[src/rtl/insn_fetch_unit.sv]
// Instruction fetch unit: owns the PC, fetches words over a req/ack port and hands them
// to the decoders over valid/ready, then follows the decoded next-PC decision.
module insn_fetch_unit #(
    parameter logic [31:0] RESET_PC = 32'h0000_0000,
    parameter logic [31:0] NOP_INSN = 32'h0000_0013
) (
    input  logic        CLK,
    input  logic        RESET,
    output logic        mem_req,
    output logic [31:0] mem_addr,
    input  logic        mem_ack,
    input  logic [31:0] mem_rdata,
    output logic [31:0] INSN,
    output logic        insn_valid,
    input  logic        insn_ready,
    output logic [31:0] PC,
    input  logic        pc_next_sel,
    input  logic [31:0] pc_target,
    output logic        fetch_fault,
    output logic [1:0]  dbg_state
);

    // Handshakes: memory side holds mem_req/mem_addr until mem_ack is seen in WAIT;
    // decoder side transfers INSN when insn_valid & insn_ready at a rising edge.
    typedef enum logic [1:0] {
        S_FETCH = 2'd0,
        S_WAIT  = 2'd1,
        S_HOLD  = 2'd2,
        S_FAULT = 2'd3
    } state_e;

    state_e      state_q, state_d;
    logic [31:0] pc_q, pc_d;
    logic [31:0] insn_q, insn_d;
    logic        mem_req_q, mem_req_d;
    logic        insn_valid_q, insn_valid_d;
    logic        fetch_fault_q, fetch_fault_d;
    logic        accept;
    logic [31:0] next_pc;

    assign accept  = insn_valid_q & insn_ready;
    assign next_pc = pc_next_sel ? (pc_target & ~32'h1) : (pc_q + 32'd4);

    always_comb begin
        state_d       = state_q;
        pc_d          = pc_q;
        insn_d        = insn_q;
        mem_req_d     = mem_req_q;
        insn_valid_d  = insn_valid_q;
        fetch_fault_d = fetch_fault_q;
        case (state_q)
            S_FETCH: begin
                state_d   = S_WAIT;
                mem_req_d = 1'b1;
            end
            S_WAIT: begin
                if (mem_ack) begin
                    state_d      = S_HOLD;
                    insn_d       = mem_rdata;
                    insn_valid_d = 1'b1;
                    mem_req_d    = 1'b0;
                end
            end
            S_HOLD: begin
                if (accept) begin
                    pc_d         = next_pc;
                    insn_d       = NOP_INSN;
                    insn_valid_d = 1'b0;
                    // Bit 0 is always cleared, so only bit 1 can make a target misaligned.
                    if (next_pc[1]) begin
                        state_d       = S_FAULT;
                        fetch_fault_d = 1'b1;
                        mem_req_d     = 1'b0;
                    end else begin
                        state_d   = S_FETCH;
                        mem_req_d = 1'b1;
                    end
                end
            end
            default: begin
                state_d = S_FAULT;
            end
        endcase
    end

    always_ff @(posedge CLK) begin
        if (RESET) begin
            state_q       <= S_FETCH;
            pc_q          <= RESET_PC;
            insn_q        <= NOP_INSN;
            mem_req_q     <= 1'b0;
            insn_valid_q  <= 1'b0;
            fetch_fault_q <= 1'b0;
        end else begin
            state_q       <= state_d;
            pc_q          <= pc_d;
            insn_q        <= insn_d;
            mem_req_q     <= mem_req_d;
            insn_valid_q  <= insn_valid_d;
            fetch_fault_q <= fetch_fault_d;
        end
    end

    assign mem_req     = mem_req_q;
    assign mem_addr    = pc_q;
    assign INSN        = insn_q;
    assign insn_valid  = insn_valid_q;
    assign PC          = pc_q;
    assign fetch_fault = fetch_fault_q;
    assign dbg_state   = state_q;

endmodule
[config.mk]
export PLATFORM = sky130hd
export DESIGN_NAME = insn_fetch_unit
export DESIGN_NICKNAME = d
export VERILOG_FILES = /design/src/rtl/insn_fetch_unit.sv
export SDC_FILE = /design/constraint.sdc
export NUM_CORES = 1
export LEC_CHECK = 0
export BUFFER_PORTS_ARGS = -buffer_cell sky130_fd_sc_hd__buf_2
export CORE_MARGIN = 8
export CORE_UTILIZATION = 35
export CTS_CLUSTER_DIAMETER = 150
export DETAILED_ROUTE_END_ITERATION = 16
export SLEW_MARGIN = 20
export SYNTH_ARGS = -nofsm -noshare
export SYNTH_HDL_FRONTEND = slang
export SYNTH_SLANG_ARGS = --single-unit
[constraint.sdc]
create_clock -name CLK -period 3.9 [get_ports CLK]
set_input_delay 0.585 -clock CLK [delete_from_list [all_inputs] [get_ports CLK]]
set_output_delay 0.585 -clock CLK [all_outputs]
set_load 0.05 [all_outputs]
Word-level counts from Yosys, hierarchy flattened
Cells that the tools add are included.
W data, S select, Z words.
{"block": "classes", "n_addsub": 1, "eq_ne": 4, "mux": 15, "n_bitwise": 1, "reduce_logical": 8}
{"cell": "$mux W32", "count": 3}
{"cell": "$pmux W32 S2", "count": 1}
{"cell": "$add A32 B3 Y32 const B", "count": 1}
{"cell": "$reduce_and A3 Y1", "count": 3}
{"cell": "$mux W2", "count": 3}
{"cell": "$pmux W2 S3", "count": 1}
{"cell": "$mux W1", "count": 5}
{"cell": "$ne A2 B2 Y1 const B", "count": 2}
{"cell": "$reduce_and A2 Y1", "count": 2}
{"cell": "$pmux W1 S3", "count": 1}
{"cell": "$reduce_bool A3 Y1", "count": 1}
{"cell": "$eq A2 B1 Y1 const B", "count": 1}
{"cell": "$eq A2 B2 Y1 const B", "count": 1}
{"cell": "$logic_not A2 Y1", "count": 1}
{"cell": "$pmux W1 S2", "count": 1}
{"cell": "$reduce_bool A2 Y1", "count": 1}
{"cell": "$and A1 B1 Y1", "count": 1}
{"block": "totals", "regBits": 69, "in_bits": 69, "out_inout_bits": 101, "wordCells": 35}

Longest topological paths before layout
{"block": "depth", "ltp_word": 5, "ltp_mapped": 8, "ltp_nobuf": 6}

Worst setup path before layout
Ideal clock, no wire load.
{"block": "synth_timing", "path_type": "register to register", "start": "register pc_q[2] (netlist: PC[2])", "end": "register pc_q[22] (netlist: PC[22])", "setup_time_ps": 77, "arrival_time_ps": 2212, "required_time_ps": 3823, "setup_slack_ps": 1611, "stages_incl_launch_ff": 7, "path_buffers": 0, "period_less_slack_ps": 2289, "path_cell_list": "dfxtp_1 ha_1 and4_4 and4_4 nand2_4 or4_4 a41oi_2"}
{"block": "synth_via", "elab_chain_cells": 2}
{"element": "start, declared", "line": "33", "rtl": "logic [31:0] pc_q, pc_d;"}
{"element": "start signal, assigned", "line": "96", "rtl": "pc_q <= pc_d;"}
{"element": "$add A32 B3 Y32", "line": "42", "rtl": "assign next_pc = pc_next_sel ? (pc_target & ~32'h1) : (pc_q + 32'd4);"}
{"element": "$mux W32", "line": "42"}
Every way passes these cells.
A chain may end at the register's enable or synchronous reset.

Worst setup path after layout
{"block": "layout_timing", "start": "register pc_q[11] (netlist: PC[11])", "end": "register pc_q[31] (netlist: PC[31])"}
Same word-level chain as after synthesis.

==> results.yml <==
timing:
  finalHoldViolCount: 0
  max_freq_mhz: 461
  tns_ns: 0
  finalSetupViolCount: 0
  skew_ns: 0.0134
  rsz0062_at_grt: "no"
  period_minus_slack_ns: 2.17
  maxSlewViolCount: 0
  worst_pin_slew_ns: 0.628
  slew_headroom: 0.580
  fin_crit_sh: 0.557
setup_path:
  worst_ep_arrival_time_ns: 2.40
  crit_chain: "nand4_1 > nor4_2 > nand2_1 > o311a_1 > or3_1"
  worstPathMaxFanout: 11
  required_ns: 4.13
  cp_top_family: "simple AND/OR/NAND/NOR gates"
  critical_path.startpoint_type: "flip-flop"
  slowest_stage: "dfxtp_1"
  endpoint_kind: "flip-flop"
  critPathKind: "flip-flop to flip-flop"
  cp_num_buf_inv: 0
  critPathMaxStageDelay_ns: 0.50
routing:
  wirelength_um: 11400
  drc_errors: 0
  drt_first_pass_iters: 4
  drt_iter0_markers: 224
  wl_per_cell_um: 16.2
  viasPerCell: 5.27
  final_antenna_net_count: 0
  via_count: 3716
clock_network:
  clk_latency_ns: 0.35
  cts_root_buf: "clkbuf_8"
  clock_path_buffers: 2
  cts-resized-gates: 0
  cts_tree: "built"
  path_clk_slew_ns: 0.09
  cts_setup_buffers: 0
  hold_buffers: 0
  numCtsBuffers: 9
  cts-htree-levels: 3
  clock-sinks: 68
die:
  rows: 37
  core_area_mm2: 0.0101
  dieArea_mm2: 0.0137
  ios: 170
  initial_core_util: 0.353
  dieHeight_um: 117
  die_w_um: 117
yosys:
  synth_cell_types: 60
  synth_cells: 444
  synth_edf_count: 0
  syn-cell-area_mm2: 0.00356
  yosysSeqAreaShare: 0.382
  avgSynthCellArea_um2: 8.03
  ys_warn_count: 0
  synthArstFlopShare: 0
  synth_flop_cell: "dfxtp_1"
  synth_seq_cells: 68
layout:
  num_antenna_cells: 0
  fin_nets: 634
  syn_to_final_growth_pct: 25.9
  drive_above_1_share: 0.360
  nFillCells: 1040
  final_util: 0.445
global_routing:
  grt_use_total: 0.164
  grt_pass1_vias: 3627
  grt_max_degree: 50
  grt_pass1_wl_um: 18100
  antenna_found_initial: 0
  overflow: 0
run:
  cap_viol_max_count: 0
power_and_ir_drop:
  powerDensity_mw_per_mm2: 378
  p_leak_nw: 2.03
  ir_drop_mv: 0.223
place:
  place_congestion: 0.800
  portBuffers: 166
  dpl.hpwl_um: 8230
outcome:
  status: "complete, no violations"
min_path:
  hp-class: "input port to flip-flop"
[path summary, 6_finish.rpt]
path                             from                        to  slack [ns]  cells after the start
max               PC[11]$_SDFFE_PP0P_       PC[31]$_SDFFE_PP0P_        1.73                      5
min                      mem_rdata[4]      INSN[4]$_SDFFE_PP1P_        0.49                      3
max reg2reg       PC[11]$_SDFFE_PP0P_       PC[31]$_SDFFE_PP0P_        1.73                      5
min reg2reg  fetch_fault$_SDFFE_PP0P_  fetch_fault$_SDFFE_PP0P_        0.49                      2
[flip-flops by register name (all words and copies together), names as in the netlist]
signal / cells
INSN: 32
PC: 31
dbg_state: 2
fetch_fault: 1
insn_valid: 1
mem_req: 1
[per-stage QoR]
step / hold slack [ns] / power [W] / worst slack, ns / area, um^2 / instances
6_report: 0.489 / 0.00170 / 1.73 / 4490 / 705
4_1_cts: 0.474 / 0.00172 / 1.70 / 4480 / 705
3_5_place_dp: 0.472 / 0.00103 / 1.48 / 4250 / 689
2_1_floorplan: 0.697 / 0.000948 / 1.61 / 3570 / 445
3_3_place_gp: 0.452 / 0.00103 / 1.54 / 4250 / 689
5_1_grt: 0.492 / 0.00176 / 1.58 / 4490 / 705
[cells in the final DEF (no fill, tap or decap), types with 3 or more instances in the layout]
cell type | synthesis | layout
and4_4 | 3 | 3
and3_1 | 3 | 3
o211ai_1 | 3 | 3
buf_4 | 33 | 6
inv_1 | 5 | 5
o22ai_1 | 5 | 5
nand4_1 | 8 | 8
nor3_1 | 9 | 9
nor2_1 | 60 | 59
a211oi_1 | 3 | 3
a22oi_1 | 36 | 36
nand2b_1 | 4 | 4
a21oi_1 | 22 | 22
nand3_1 | 20 | 20
mux2i_1 | 8 | 8
o21ai_0 | 16 | 16
or3_1 | 6 | 6
o31ai_1 | 4 | 4
nor4_1 | 5 | 5
nand2_1 | 37 | 37
a31oi_1 | 12 | 12
clkbuf_8 | 0 | 11
dfxtp_1 | 68 | 68
buf_2 | 7 | 166
[synthesized netlist by cell type (6+ instances only)]
master	number	share of area
nor2_1	60	0.063
clkbuf_1	20	0.021
o21ai_0	16	0.022
nand4_1	8	0.014
nor3_1	9	0.013
nand2_1	37	0.039
or3_1	6	0.011
dfxtp_1	68	0.38
mux2i_1	8	0.022
nand3_1	20	0.028
a31oi_1	12	0.021
buf_4	33	0.070
a22oi_1	36	0.076
buf_2	7	0.0098
a21oi_1	22	0.031
[metal layers]
layer / vias up / track usage / part of all wire
met3: 9 / 0.0580 / 0.11
met2: 148 / 0.259 / 0.44
met1: 1735 / 0.205 / 0.44
li1: 1824 / - / -
met5: - / 0 / 0
met4: 0 / 0.0520 / 0.0087
[cells by family after synthesis]
kind of cell,after synthesis,synth area share
DFF,68,0.382
buffers and inverters,69,0.110
other,1,0.00105
muxes,10,0.0288
adders and majority gates,1,0.00351
AOI/OAI and AO/OA,121,0.232
and+or+nand+nor,174,0.243
[power by group]
| group | internal [W] | switching (W) | total, W |
|---|---|---|---|
| combinational | 0.0000812 | 0.000192 | 0.000274 |
| sequential | 0.000719 | 0.0000211 | 0.000740 |
| clock | 0.000398 | 0.000286 | 0.000683 |
| total | 0.00120 | 0.000499 | 0.00170 |
[worst reg2reg max path, delay by kind of cell, from the launching register on]
family / cells / cell delay (ns)
DFF: 1 / 0.50
and+or+nand+nor: 4 / 1.15
AOI/OAI and AO/OA: 1 / 0.40
[final cells by class]
type / count / area, um^2 / share of cell area
Timing Repair Buffer: 172 / 876 / 0.195
Clock inverter: 5 / 82.6 / 0.0184
Tap cell: 136 / 170 / 0.0379
Inverter: 5 / 18.8 / 0.00418
Sequential cell: 68 / 1360 / 0.303
Multi-Input combinational cell: 308 / 1830 / 0.407
Clock buffer: 11 / 151 / 0.0337
(Power assumes the default switching activity.)
